File: src/rtl/admin_session_ctrl_pkg.sv
// Shared definitions for the administrator session controller.
//   - state_t  : controller state encoding
//   - LANE_W / QTY_W / SUM_W : lane index, stock quantity and widened sum widths
//   - sat_add  : replenish adder that clamps the 8-bit sum to the lane capacity
package admin_session_ctrl_pkg;

  localparam int LANE_W = 3;
  localparam int QTY_W  = 7;
  localparam int SUM_W  = 8;

  typedef enum logic [2:0] {
    IDLE   = 3'd0,
    ADMIN  = 3'd1,
    REP_RD = 3'd2,
    REP_WR = 3'd3,
    CLEAR  = 3'd4,
    LOCK   = 3'd5
  } state_t;

  // The sum is formed one bit wider than a stock value so that two
  // in-range quantities can never wrap before the capacity clamp.
  function automatic logic [QTY_W-1:0] sat_add(input logic [QTY_W-1:0] a,
                                               input logic [QTY_W-1:0] b,
                                               input logic [QTY_W-1:0] cap);
    logic [SUM_W-1:0] sum;
    sum = {1'b0, a} + {1'b0, b};
    if (sum > {1'b0, cap}) return cap;
    return sum[QTY_W-1:0];
  endfunction

endpackage

File: src/rtl/admin_session_ctrl_if.sv
// Panel and stock-register-file signals of the administrator session controller.
//   master : panel/register-file side (drives pulses, lane/qty, stk_rdata)
//   slave  : controller side (drives session status and the register-file write port)
// With ADMIN_AUDIT_EN defined, fail_cnt/op_cnt audit counters are added.
interface admin_session_ctrl_if;
  import admin_session_ctrl_pkg::*;

  logic [4:0]        pwd_sw;
  logic              pwd_go;
  logic              logout;
  logic              rep_go;
  logic              clr_go;
  logic              inq_go;
  logic [LANE_W-1:0] lane_sel;
  logic [QTY_W-1:0]  rep_qty;
  logic [QTY_W-1:0]  stk_rdata;
  logic              en;
  logic              locked;
  logic              busy;
  logic [LANE_W-1:0] stk_lane;
  logic              stk_we;
  logic [QTY_W-1:0]  stk_wdata;
  logic [QTY_W-1:0]  inq_qty;
  logic              inq_valid;
`ifdef ADMIN_AUDIT_EN
  logic [7:0]        fail_cnt;
  logic [7:0]        op_cnt;
`endif

  modport master (
    output pwd_sw, pwd_go, logout, rep_go, clr_go, inq_go, lane_sel, rep_qty, stk_rdata,
`ifdef ADMIN_AUDIT_EN
    input  fail_cnt, op_cnt,
`endif
    input  en, locked, busy, stk_lane, stk_we, stk_wdata, inq_qty, inq_valid
  );

  modport slave (
    input  pwd_sw, pwd_go, logout, rep_go, clr_go, inq_go, lane_sel, rep_qty, stk_rdata,
`ifdef ADMIN_AUDIT_EN
    output fail_cnt, op_cnt,
`endif
    output en, locked, busy, stk_lane, stk_we, stk_wdata, inq_qty, inq_valid
  );

endinterface

File: src/rtl/admin_session_ctrl_timer.sv
// admin_down_timer: loadable down-counter with a zero flag.
//   clk, rst  : clock, synchronous active-high reset (count -> 0)
//   load      : load load_val (has priority over dec)
//   load_val  : value to load
//   dec       : decrement by one, holding at zero
//   zero      : count is zero
module admin_down_timer #(
  parameter int CNT_W = 16
) (
  input  logic             clk,
  input  logic             rst,
  input  logic             load,
  input  logic [CNT_W-1:0] load_val,
  input  logic             dec,
  output logic             zero
);

  logic [CNT_W-1:0] cnt;

  always_ff @(posedge clk) begin
    if (rst) begin
      cnt <= '0;
    end else if (load) begin
      cnt <= load_val;
    end else if (dec && (cnt != '0)) begin
      cnt <= cnt - 1'b1;
    end
  end

  assign zero = (cnt == '0);

endmodule

File: src/rtl/admin_session_ctrl.sv
// admin_session_ctrl: vending-machine administrator session sequencer.
// Password login with retry lockout, idle logout, and the replenish /
// clear-all / inquire operations on the per-lane stock register file.
// Ports:
//   clk, rst : clock, synchronous active-high reset
//   bus      : admin_session_ctrl_if.slave -- panel pulses, lane/qty,
//              stk_rdata in; en/locked/busy, register-file write port,
//              inq_qty/inq_valid out.
// Optional feature macro ADMIN_AUDIT_EN: fail_cnt / op_cnt audit counters.
module admin_session_ctrl
  import admin_session_ctrl_pkg::*;
#(
  parameter logic [4:0]       PASSWORD    = 5'b01011,
  parameter int               LANES       = 8,
  parameter logic [QTY_W-1:0] CAP         = 7'd99,
  parameter int               MAX_TRIES   = 3,
  parameter int               LOCK_CYCLES = 1000,
  parameter int               IDLE_CYCLES = 5000
) (
  input  logic                 clk,
  input  logic                 rst,
  admin_session_ctrl_if.slave  bus
);

  localparam int TMR_W = 16;
  localparam int TRY_W = $clog2(MAX_TRIES + 1);

  state_t            state;
  logic [TRY_W-1:0]  tries;
  logic              inq_pend;
  logic [QTY_W-1:0]  qty_hold;

  logic              pwd_ok;
  logic              any_go;
  logic              lane_ok;
  logic              tmr_load;
  logic [TMR_W-1:0]  tmr_val;
  logic              tmr_dec;
  logic              tmr_zero;

  assign pwd_ok  = (bus.pwd_sw == PASSWORD);
  assign any_go  = bus.pwd_go | bus.logout | bus.rep_go | bus.clr_go | bus.inq_go;
  assign lane_ok = (32'(bus.lane_sel) < LANES);

  // Timers load N-1 so that zero is observed on the N-th cycle of the
  // state, giving exactly N cycles of LOCK / idle ADMIN before leaving.
  always_comb begin
    tmr_load = 1'b0;
    tmr_val  = '0;
    tmr_dec  = 1'b0;
    case (state)
      IDLE: begin
        if (bus.pwd_go && pwd_ok) begin
          tmr_load = 1'b1;
          tmr_val  = TMR_W'(IDLE_CYCLES - 1);
        end else if (bus.pwd_go && (tries == TRY_W'(MAX_TRIES - 1))) begin
          tmr_load = 1'b1;
          tmr_val  = TMR_W'(LOCK_CYCLES - 1);
        end
      end
      LOCK:  tmr_dec = 1'b1;
      ADMIN: begin
        if (any_go) begin
          tmr_load = 1'b1;
          tmr_val  = TMR_W'(IDLE_CYCLES - 1);
        end else begin
          tmr_dec = 1'b1;
        end
      end
      default: ;
    endcase
  end

  admin_down_timer #(.CNT_W(TMR_W)) u_timer (
    .clk      (clk),
    .rst      (rst),
    .load     (tmr_load),
    .load_val (tmr_val),
    .dec      (tmr_dec),
    .zero     (tmr_zero)
  );

  always_ff @(posedge clk) begin
    if (rst) begin
      state         <= IDLE;
      tries         <= '0;
      inq_pend      <= 1'b0;
      qty_hold      <= '0;
      bus.en        <= 1'b0;
      bus.locked    <= 1'b0;
      bus.busy      <= 1'b0;
      bus.stk_lane  <= '0;
      bus.stk_we    <= 1'b0;
      bus.stk_wdata <= '0;
      bus.inq_qty   <= '0;
      bus.inq_valid <= 1'b0;
    end else begin
      bus.stk_we    <= 1'b0;
      bus.inq_valid <= 1'b0;
      inq_pend      <= 1'b0;

      // Inquiry read completes one cycle after stk_lane was presented,
      // independent of what the FSM does in the meantime.
      if (inq_pend) begin
        bus.inq_qty   <= bus.stk_rdata;
        bus.inq_valid <= 1'b1;
      end

      case (state)
        IDLE: begin
          if (bus.pwd_go) begin
            if (pwd_ok) begin
              state  <= ADMIN;
              bus.en <= 1'b1;
              tries  <= '0;
            end else if (tries == TRY_W'(MAX_TRIES - 1)) begin
              state      <= LOCK;
              bus.locked <= 1'b1;
              tries      <= '0;
            end else begin
              tries <= tries + 1'b1;
            end
          end
        end

        LOCK: begin
          if (tmr_zero) begin
            state      <= IDLE;
            bus.locked <= 1'b0;
          end
        end

        ADMIN: begin
          if (bus.logout) begin
            state  <= IDLE;
            bus.en <= 1'b0;
          end else if (bus.clr_go) begin
            state         <= CLEAR;
            bus.busy      <= 1'b1;
            bus.stk_we    <= 1'b1;
            bus.stk_wdata <= '0;
            bus.stk_lane  <= '0;
          end else if (bus.rep_go) begin
            if (lane_ok) begin
              state        <= REP_RD;
              bus.busy     <= 1'b1;
              bus.stk_lane <= bus.lane_sel;
              qty_hold     <= bus.rep_qty;
            end
          end else if (bus.inq_go) begin
            if (lane_ok) begin
              bus.stk_lane <= bus.lane_sel;
              inq_pend     <= 1'b1;
            end
          end else if (tmr_zero) begin
            state  <= IDLE;
            bus.en <= 1'b0;
          end
        end

        REP_RD: begin
          state         <= REP_WR;
          bus.stk_we    <= 1'b1;
          bus.stk_wdata <= sat_add(bus.stk_rdata, qty_hold, CAP);
        end

        REP_WR: begin
          state    <= ADMIN;
          bus.busy <= 1'b0;
        end

        CLEAR: begin
          if (32'(bus.stk_lane) == LANES - 1) begin
            state    <= ADMIN;
            bus.busy <= 1'b0;
          end else begin
            bus.stk_we    <= 1'b1;
            bus.stk_wdata <= '0;
            bus.stk_lane  <= bus.stk_lane + 1'b1;
          end
        end

        default: begin
          state <= IDLE;
        end
      endcase
    end
  end

`ifdef ADMIN_AUDIT_EN
  always_ff @(posedge clk) begin
    if (rst) begin
      bus.fail_cnt <= '0;
      bus.op_cnt   <= '0;
    end else begin
      if ((state == IDLE) && bus.pwd_go && !pwd_ok && (bus.fail_cnt != 8'hFF)) begin
        bus.fail_cnt <= bus.fail_cnt + 1'b1;
      end
      if ((state == REP_WR) ||
          ((state == CLEAR) && (32'(bus.stk_lane) == LANES - 1))) begin
        bus.op_cnt <= bus.op_cnt + 1'b1;
      end
    end
  end
`endif

endmodule

File: src/flat_wrapper.sv
// flat-port wrapper written by rule: the top's interface ports become plain ports
module admin_session_ctrl_flat import admin_session_ctrl_pkg::*;
#(
  parameter logic [4:0]       PASSWORD    = 5'b01011,
  parameter int               LANES       = 8,
  parameter logic [QTY_W-1:0] CAP         = 7'd99,
  parameter int               MAX_TRIES   = 3,
  parameter int               LOCK_CYCLES = 1000,
  parameter int               IDLE_CYCLES = 5000
)
  (clk, rst, bus_pwd_sw, bus_pwd_go, bus_logout, bus_rep_go, bus_clr_go, bus_inq_go, bus_lane_sel, bus_rep_qty, bus_stk_rdata, bus_en, bus_locked, bus_busy, bus_stk_lane, bus_stk_we, bus_stk_wdata, bus_inq_qty, bus_inq_valid);
  admin_session_ctrl_if bus_i ();
  input  logic clk;
  input  logic rst;
  input wire logic [$bits(bus_i.pwd_sw)-1:0] bus_pwd_sw;
  input wire logic [$bits(bus_i.pwd_go)-1:0] bus_pwd_go;
  input wire logic [$bits(bus_i.logout)-1:0] bus_logout;
  input wire logic [$bits(bus_i.rep_go)-1:0] bus_rep_go;
  input wire logic [$bits(bus_i.clr_go)-1:0] bus_clr_go;
  input wire logic [$bits(bus_i.inq_go)-1:0] bus_inq_go;
  input wire logic [$bits(bus_i.lane_sel)-1:0] bus_lane_sel;
  input wire logic [$bits(bus_i.rep_qty)-1:0] bus_rep_qty;
  input wire logic [$bits(bus_i.stk_rdata)-1:0] bus_stk_rdata;
  output wire logic [$bits(bus_i.en)-1:0] bus_en;
  output wire logic [$bits(bus_i.locked)-1:0] bus_locked;
  output wire logic [$bits(bus_i.busy)-1:0] bus_busy;
  output wire logic [$bits(bus_i.stk_lane)-1:0] bus_stk_lane;
  output wire logic [$bits(bus_i.stk_we)-1:0] bus_stk_we;
  output wire logic [$bits(bus_i.stk_wdata)-1:0] bus_stk_wdata;
  output wire logic [$bits(bus_i.inq_qty)-1:0] bus_inq_qty;
  output wire logic [$bits(bus_i.inq_valid)-1:0] bus_inq_valid;
  assign bus_i.pwd_sw = bus_pwd_sw;
  assign bus_i.pwd_go = bus_pwd_go;
  assign bus_i.logout = bus_logout;
  assign bus_i.rep_go = bus_rep_go;
  assign bus_i.clr_go = bus_clr_go;
  assign bus_i.inq_go = bus_inq_go;
  assign bus_i.lane_sel = bus_lane_sel;
  assign bus_i.rep_qty = bus_rep_qty;
  assign bus_i.stk_rdata = bus_stk_rdata;
  assign bus_en = bus_i.en;
  assign bus_locked = bus_i.locked;
  assign bus_busy = bus_i.busy;
  assign bus_stk_lane = bus_i.stk_lane;
  assign bus_stk_we = bus_i.stk_we;
  assign bus_stk_wdata = bus_i.stk_wdata;
  assign bus_inq_qty = bus_i.inq_qty;
  assign bus_inq_valid = bus_i.inq_valid;
  admin_session_ctrl #(.PASSWORD(PASSWORD), .LANES(LANES), .CAP(CAP), .MAX_TRIES(MAX_TRIES), .LOCK_CYCLES(LOCK_CYCLES), .IDLE_CYCLES(IDLE_CYCLES)) u_core (.clk(clk), .rst(rst), .bus(bus_i));
endmodule
File: config.mk
export PLATFORM = sky130hd
export DESIGN_NAME = admin_session_ctrl_flat
export DESIGN_NICKNAME = d
export VERILOG_FILES = /design/src/rtl/admin_session_ctrl_pkg.sv /design/src/rtl/admin_session_ctrl_if.sv /design/src/rtl/admin_session_ctrl_timer.sv /design/src/rtl/admin_session_ctrl.sv /design/src/flat_wrapper.sv
export SDC_FILE = /design/constraint.sdc
export NUM_CORES = 1
export LEC_CHECK = 0
export ABC_CLOCK_PERIOD_IN_PS = 4900
export CAP_MARGIN = 25
export CORE_MARGIN = 8
export CORE_UTILIZATION = 25
export CTS_CLUSTER_SIZE = 8
export DETAILED_ROUTE_END_ITERATION = 10
export RECOVER_POWER = 100
export SYNTH_ARGS = -nofsm -noshare
export SYNTH_HDL_FRONTEND = slang
export SYNTH_HIERARCHICAL = 1
export SYNTH_SLANG_ARGS = --single-unit
File: constraint.sdc
create_clock -name clk -period 4.9 [get_ports clk]
set_input_delay 1.47 -clock clk [delete_from_list [all_inputs] [get_ports clk]]
set_output_delay 1.47 -clock clk [all_outputs]
set_load 0.01 [all_outputs]
==> results list, run 1 <==
- The setup check on the worst reg-to-reg path leaves a slack of 1.97 ns.
* Number of iterations in the first detailed-routing pass: 4
* Avg Synthesized Cell Area: between 8 and 9 µm²
- Number of nets still failing antenna checks after routing: 0
* Highest fanout seen on the critical path: 16
- sky130_fd_sc_hd__dfxtp_1 takes more of the synthesized area than any other cell.
* Kind of start point of the critical path: primary input
- The die covers between 10000 and 15000 µm².
- Clock Tree Buf Depth: 2
- The count of pins over their slew limit is between 50 and 60.
- Insertion delay to the later sink of the worst-skew pair: roughly 0.31 ns
* Most common cell after layout, fill and taps aside: sky130_fd_sc_hd__dfxtp_1
* Number of gates resized after cts: 0
* Worst path cell trace: dlygate4sd3_1, nor3_1, a21oi_1, nand2_1, o21ai_0, a21o_1, clkinv_1, clkbuf_1, nor2_1, a311oi_1
- Vias per inst: between 4 and 5
* Via count: 2442
- Critical path origin: bus_clr_go
- The initialized floorplan defines 38 standard-cell rows.
- The repair_antennas step left the layout with diodes totalling 0.
- Main area contributors after synthesis: sky130_fd_sc_hd__dfxtp_1, sky130_fd_sc_hd__nor2_1, sky130_fd_sc_hd__mux2i_1
- Worst-path clk slew: 0.10 ns
- Worst-case clock skew: 0.0134 ns
- Post-synth top flop: sky130_fd_sc_hd__dfxtp_1
- After the first detailed-routing iteration, the DRC count stood at approximately 110.
- Data required time at the worst endpoint: 5.10 ns
* Final setup violating endpoints: 0
- P&R area growth vs syn: 25.3%
* Layout fillers: 1126
- Number of instances in the synthesized netlist: about 330
- The worst register-to-register path has a depth of 8.
- Once layout is complete, the cells apart from fillers number about 520.
* Critical path's top delay family: buffers and inverters
- Timing analysis after detailed placement gives a worst setup slack of around 0.70 ns.
* Share of layout cells above drive strength 1: under 10%
* Die width: around 120 µm
- The initial antenna violation count came to 0.
* H-tree depth: 2
* Pin count of the biggest net entering global routing: 51
- For this design the static power due to leakage is 1.38 nW.
* Max VDD drop: 0.168 mV
- TritonCTS buffer count: 5
- Path type of the worst min-delay path: register to register
- Portion of the clock cycle consumed by the worst path in the final layout: between 80% and 90%
- For the pin with the worst max-slew slack, the measured transition is 2.20 ns.
* Total grt overflow: 0
* Die Height: 122 µm
* DR DRC count: 0
- Critical path start-end classification: primary input to register
* Final min period: between 4 and 5 ns
- Setup repair after global routing left no endpoint under its margin.
* Detailed-placement wirelength estimate: a little over 5000 µm
* Number of warnings reported in the yosys synthesis log: 6
- In the final design database the tool counted 416 nets.
- Setup total negative slack on the finished layout was measured at 0 ns.
* #FFs+latches synth: 51
* CTS tree: done
* Data arrival at the endpoint of the critical path: ~4.4 ns
- Post-synth design cell area: 2810 µm²
- Power, Total: approximately 0.0015 W
- Port buffer count: 50
- Cell with the largest stage delay on the worst path: sky130_fd_sc_hd__dlygate4sd3_1
- Root buffer selected by CTS: sky130_fd_sc_hd__clkbuf_8
- Summed over all layers, the routed wires come to roughly 7000 µm.
- Share of synthesized area occupied by flip-flops and latches: ~36%
- Fraction of the core area covered by cells at the end of the flow: 32.3%
- Slew margin rel.: -46.4%
* Last element of the critical path: u_core/u_timer/cnt[12]$_SDFFE_PP0P_
- After synthesis, the share of flip-flops with an asynchronous set or reset is 0%.
- Run status: finished, violations left
- FMAX: between 0.2 and 0.25 GHz
- The endpoint identified for the worst register-to-register timing path is u_core/u_timer/cnt[8]$_SDFFE_PP0P_.
- Clock sinks: a little over 50
- Number of max-capacitance violations reported: 1
- The number of global-route vias before repair is 2504.
* Post-synth EDFFs: 0
- Global routing used under 10% of the available tracks.
* Max incr delay on CP: between 0.6 and 0.7 ns
- Counting both buffers and inverters, the worst setup path holds a total of 3.
- The critical path crosses 10 cells after its start point.
- Yosys top cell area share: a little over a third
- Most used cells in the layout excluding fill and tap cells: sky130_fd_sc_hd__dfxtp_1, sky130_fd_sc_hd__nor2_1, sky130_fd_sc_hd__clkdlybuf4s50_1, sky130_fd_sc_hd__nand2_1, sky130_fd_sc_hd__dlygate4sd3_1
* Routed WL per cell: about 13 µm
* Effective utilization at floorplan: 25.8%
- Number of unique standard cell types used by synthesis: 61
* I/O pin count: 51
* Final GP Congestion: 0.820
- Violated checks: max-capacitance violations, max-slew violations
- Counting tap cells, the placed design contains a total of between 500 and 600 instances.
* Post CTS Setup Buffer Count: 0
- CORE AREA: 10900 µm²
- Endpoint class of the critical path: register
* Hold buffers post-CTS: 0
- The worst path meets setup with 0.754 ns of slack.
- The first global-routing pass estimated about 12000 µm of wire.
* Critical register-to-register path startpoint: u_core/state[2]$_SDFFE_PP0P_
- In this run the power density over the cells is around 420 nW/µm².
- The number of hold-slack violations in the final timing report is 0.
## metal layers
layer / up-vias / wire length, µm / share of wire [%] / global-route usage, %
li1: 1278 / - / - / -
met3: 7 / 546 / 7.9 / 4.12
met2: 45 / 3210 / 47 / 16.0
met1: 1112 / 3060 / 44 / 11.2
met4: 0 / 57 / 0.83 / 2.24
met5: - / 0 / 0 / 0
## layout make-up
class	instances	area, µm²	share of cell area [%]
clock buffers	6	82.6	2.35
flip-flops and latches	51	1020	29.0
multi-input cells	260	1690	48.1
clock inverters	2	16.3	0.462
repair buffers	52	508	14.4
inverters	6	22.5	0.640
well taps	140	175	4.98
## sequential cells by signal (all words and copies together) (netlist names)
register / cells
u_core/bus.busy: 1
u_core/bus.en: 1
u_core/bus.inq_qty: 7
u_core/bus.inq_valid: 1
u_core/bus.locked: 1
u_core/bus.stk_lane: 3
u_core/bus.stk_wdata: 7
u_core/bus.stk_we: 1
u_core/inq_pend: 1
u_core/qty_hold: 7
u_core/state: 3
u_core/tries: 2
u_core/u_timer/cnt: 16
## cells by family (layout without fill, tap and decap cells)
group / Yosys count / in the layout / synth area share [%]
and+or+nand+nor: 139 / 139 / 26.0
DFF: 51 / 51 / 36.3
other: 1 / 7 / 0.134
buffers and inverters: 20 / 66 / 4.14
muxes: 15 / 15 / 5.35
adders and majority gates: 11 / 11 / 5.17
AOI/OAI and AO/OA: 75 / 75 / 18.8
xor gates and xnor gates: 13 / 13 / 4.05
## where the power goes
part | leakage [nW] | switching [W] | internal, W
Sequential | 0.413 | 0.0000972 | 0.000490
Clock | 0.0474 | 0.000146 | 0.000116
Combinational | 0.918 | 0.000354 | 0.000277
Total | 1.38 | 0.000597 | 0.000882
## cells in the mapped netlist, drive strengths merged (2+ instances only)
cell type / n
dfxtp: 51
nor2: 48
nand2: 27
a21oi: 16
mux2i: 15
nor3: 14
o21ai: 13
a211oi: 11
xnor2: 11
ha: 10
clkbuf: 8
nand3: 8
nor2b: 7
nor3b: 7
a31oi: 6
or3: 6
buf: 5
inv: 5
nor4: 5
o21bai: 5
a21o: 4
a311oi: 4
a32o: 3
and2b: 3
a221oi: 2
and2: 2
nand4: 2
o221ai: 2
o22a: 2
o41ai: 2
or4: 2
xor2: 2
## metrics by stage
| step | hold WS (ns) | instance area [µm²] |
|---|---|---|
| after floorplan | 0.463 | 2830 |
| after global placement | 0.457 | 3430 |
| after detailed placement | 0.458 | 3430 |
| after CTS | 0.477 | 3530 |
| after global routing | 0.511 | 3520 |
| final | 0.475 | 3520 |
## worst min-delay path by stage
stage | cells after the start | slack (ns) | from | endpoint
6_report | 2 | 0.48 | u_core/bus.stk_wdata[5]$_SDFFE_PP0P_ | u_core/bus.stk_wdata[5]$_SDFFE_PP0P_
4_1_cts | 2 | 0.48 | u_core/bus.stk_wdata[5]$_SDFFE_PP0P_ | u_core/bus.stk_wdata[5]$_SDFFE_PP0P_
3_3_place_gp | 1 | 0.46 | u_core/bus.stk_wdata[2]$_SDFFE_PP0P_ | u_core/bus.stk_wdata[2]$_SDFFE_PP0P_
3_5_place_dp | 2 | 0.46 | u_core/bus.stk_wdata[5]$_SDFFE_PP0P_ | u_core/bus.stk_wdata[5]$_SDFFE_PP0P_
2_1_floorplan | 2 | 0.46 | u_core/bus.stk_wdata[5]$_SDFFE_PP0P_ | u_core/bus.stk_wdata[5]$_SDFFE_PP0P_
5_1_grt | 1 | 0.51 | u_core/bus.stk_wdata[2]$_SDFFE_PP0P_ | u_core/bus.stk_wdata[2]$_SDFFE_PP0P_
## tightest hold or removal path, delay by kind of cell (launching register included)
kind | cells | cell delay, ns
DFF | 1 | 0.34
and+or+nand+nor | 2 | 0.10
Note: power is estimated with default switching activity, not from simulation.
==> inputs of run 2 (changes only) <==
--- a/config.mk
+++ b/config.mk
@@ -5,7 +5,7 @@
 export SDC_FILE = /design/constraint.sdc
 export NUM_CORES = 1
 export LEC_CHECK = 0
-export ABC_CLOCK_PERIOD_IN_PS = 4900
+export ABC_CLOCK_PERIOD_IN_PS = 3900
 export CAP_MARGIN = 25
 export CORE_MARGIN = 8
 export CORE_UTILIZATION = 25
==> constraint.sdc (replaced) <==
create_clock -name clk -period 3.9 [get_ports clk]
set_input_delay 1.17 -clock clk [delete_from_list [all_inputs] [get_ports clk]]
set_output_delay 1.17 -clock clk [all_outputs]
set_load 0.01 [all_outputs]
==> run 2 against run 1 <==
The run now ends clean. Die area unchanged. Sequential power increased by 26%. Worst hold slack gained 0.015 ns. Clock-buffer cell count is 1 lower. Highest routed layer unchanged.
==> results list, run 2 (synthesis results as in run 1) <==
* Effective utilization at floorplan: 25.8% (unchanged)
- Total count of hold-check failures in the final report: 0 (unchanged)
- The highest cell delay on the worst timing path was 0.57 ns (-0.08 ns).
- The tree is rooted in a sky130_fd_sc_hd__clkbuf_8.
- Switching Fraction: 41.1% (+0.76 points)
- Total GRT Usage: 9.60% (-0.035 points)
- Most used cells in the layout excluding fill and tap cells: sky130_fd_sc_hd__dfxtp_1, sky130_fd_sc_hd__nor2_1, sky130_fd_sc_hd__dlygate4sd3_1, sky130_fd_sc_hd__nand2_1, sky130_fd_sc_hd__clkdlybuf4s50_1
- The number of vias in the routed layout came to 2492 (+2.0%).
- The die outline height is 122 µm (unchanged).
- # rows: 38 (unchanged)
- Worst slew pin tran: 1.02 ns (-1.18 ns)
* Total placed cells including tap cells: 513 (+0.79%)
- Slew margin rel.: 32.1% (+78 points)
- The post-CTS setup repair buffer count came to 0 (unchanged).
- The final setup TNS came to 0 ns (unchanged).
- Portion of the clock cycle consumed by the worst path in the final layout: between 80% and 90%
- DR DRC count: 0 (unchanged)
- Highest fanout seen on the critical path: 3 (-13)
- Kind of start point of the critical path: primary input
- The initial antenna violation count was 0 (unchanged).
- The clock network fraction of total power came to 17.2% (-0.5 points).
* Worst-case clock skew: 0.00772 ns (-0.00568 ns)
- Clock sinks: 51 (unchanged)
- I/O pin count: 51 (unchanged)
* Detailed-placement wirelength estimate: 5290 µm (+2.8%)
* Worst hold-check slack: 0.490 ns (+0.0150 ns)
- Final GP Congestion: 0.777 (-5.2%)
- Via count of the first global-routing pass: 2471 (-1.3%)
* Flip-flop count of the largest register after layout: 16 (unchanged)
- Top reg by flops: u_core/u_timer/cnt
- The number of non-filler instances in the completed layout is 521 (+0.77%).
* Worst setup slack after layout: 0.516 ns (-0.238 ns)
- The post-placement setup slack was 0.368 ns (-0.330 ns).
* Run status: completed
- Setup repair after global routing left no endpoint under its margin.
- The fill cell instance count of the final layout is 1152 (+2.3%).
* Final setup violating endpoints: 0 (unchanged)
* Reported leakage power: 1.39 nW (+0.75%)
* Power, Total: 0.00185 W (+25%)
- Global-route wire length before repair: 11700 µm (-1.3%)
- Ant diodes: 0 (unchanged)
- The worst setup path is of the primary input to register kind.
* Pin count of the biggest net entering global routing: 28 (-45%)
- The total wire length after detailed routing came to 6930 µm (+0.74%).
- FMAX: between 0.2 and 0.3 GHz
- Die Footprint: 14900 µm² (unchanged)
- Most common cell after layout, fill and taps aside: sky130_fd_sc_hd__dfxtp_1
- Insertion delay to the later sink of the worst-skew pair: 0.31 ns (about the same)
* Initial drt markers: 113 (+6.6%)
* Cell with the largest stage delay on the worst path: sky130_fd_sc_hd__dlygate4sd3_1
- CORE AREA: 10900 µm² (unchanged)
* Total grt overflow: 0 (unchanged)
- Power share of the sequential group: 40.0% (+0.3 points)
- The combinational group share of total power came to 42.9% (+0.2 points).
- The total of hold buffers inserted after clock tree synthesis is 0 (unchanged).
* Number of iterations in the first detailed-routing pass: 4 (unchanged)
- The H-tree depth came to 2 (unchanged).
* Internal power component: 0.00109 W (+23%)
- The total area of multi-input combinational cells is 1680 µm² (-0.81%).
- Number of nets still failing antenna checks after routing: 0 (unchanged)
- Path type of the worst min-delay path: register to register
- Endpoint class of the critical path: register
- The average routed wire per standard cell came to 13.3 µm (about the same).
- The count of pins over their slew limit came to 0 (-100%).
* Fin nets: 420 (+0.96%)
- P&R area growth vs syn: 25.4%
- Port buffer count: 50 (unchanged)
- The ratio of routed vias to standard cells is 4.78 (+1.3%).
- Number of gates resized after cts: 0 (unchanged)
- TritonCTS buffer count: 5 (unchanged)
- Max VDD drop: 0.290 mV (+72%)
* Sequential Area: 1020 µm² (unchanged)
- Worst-path clk slew: 0.10 ns (about the same)
- Number of max-capacitance violations reported: 0 (-1)
* Power density relative to cell area: 525 nW/µm² (+25%)
- The layout cell share with drive strength beyond 1 was 6.56% (+0.46 points).
- Final min period: 3.38 ns
- Clock Tree Buf Depth: 2 (unchanged)
* CTS tree: done
- The net load switching power is 0.000761 W (+27%).
- The arrival time reported for the critical path endpoint is 3.59 ns (-0.76 ns).
- The required time at the endpoint of the critical path is 4.11 ns (-0.99 ns).
- The width of the die came to 122 µm (unchanged).
* Worst path cell trace: dlygate4sd3_1, ha_1, fa_1, a21oi_1, o22ai_1, nor2_1, xnor2_1, o311ai_0, a221oi_1
==> run 2: cell types whose count changed in the layout (fill, tap and decap cells not counted), sizes merged <==
cell,before,now
inv,5,6
buf,0,2
clkbuf,8,9
dlygate4sd3,24,26
clkdlybuf4s50,26,24
==> run 2: power groups by stage <==
stage	Sequential [W]	Clock [W]	Combinational [W]
floorplan	0.000713	0	0.000676
global placement	0.000746	0	0.000813
detailed placement	0.000748	0	0.000825
CTS	0.000738	0.000335	0.000826
global route	0.000754	0.000358	0.000890
finish	0.000739	0.000318	0.000793
==> run 2: worst paths after layout <==
check                                             from  depth (start not counted)  slack, ns                                   end
setup / recovery                      bus_stk_rdata[0]                          9       0.52  u_core/bus.stk_wdata[0]$_SDFFE_PP0P_
hold / removal    u_core/bus.stk_wdata[5]$_SDFFE_PP0P_                          2       0.49  u_core/bus.stk_wdata[5]$_SDFFE_PP0P_
setup reg to reg          u_core/state[0]$_SDFFE_PP0P_                          7       1.62   u_core/u_timer/cnt[12]$_SDFFE_PP0P_
hold reg to reg   u_core/bus.stk_wdata[5]$_SDFFE_PP0P_                          2       0.49  u_core/bus.stk_wdata[5]$_SDFFE_PP0P_
==> run 2: metrics by stage <==
step	utilization, %	instance area, µm²
finish	32.4	3520
global route	32.4	3520
CTS	32.6	3550
detailed placement	31.8	3460
global placement	31.8	3460
floorplan	-	2830
==> run 2: final cells by class <==
class	count	share of cell area, %
multi-input cells	260	47.7
clock buffers	5	1.95
flip-flops and latches	51	29.0
clock inverters	3	0.675
repair buffers	56	15.1
inverters	6	0.639
well taps	140	4.97
==> run 2: metal layers <==
metal | up-vias | GRT usage [%] | part of all wire, %
met5 | - | 0 | 0
met4 | 0 | 2.08 | 0.52
met3 | 5 | 3.66 | 6.8
met2 | 38 | 15.7 | 47
met1 | 1165 | 11.7 | 46
li1 | 1284 | - | -
==> run 2: worst max-delay path, delay by kind of cell <==
kind	cells	cell delay [ns]
adders and majority gates	2	0.64
xor gates and xnor gates	1	0.15
and+or+nand+nor	1	0.13
buffers and inverters	1	0.57
AOI/OAI and AO/OA	4	0.93
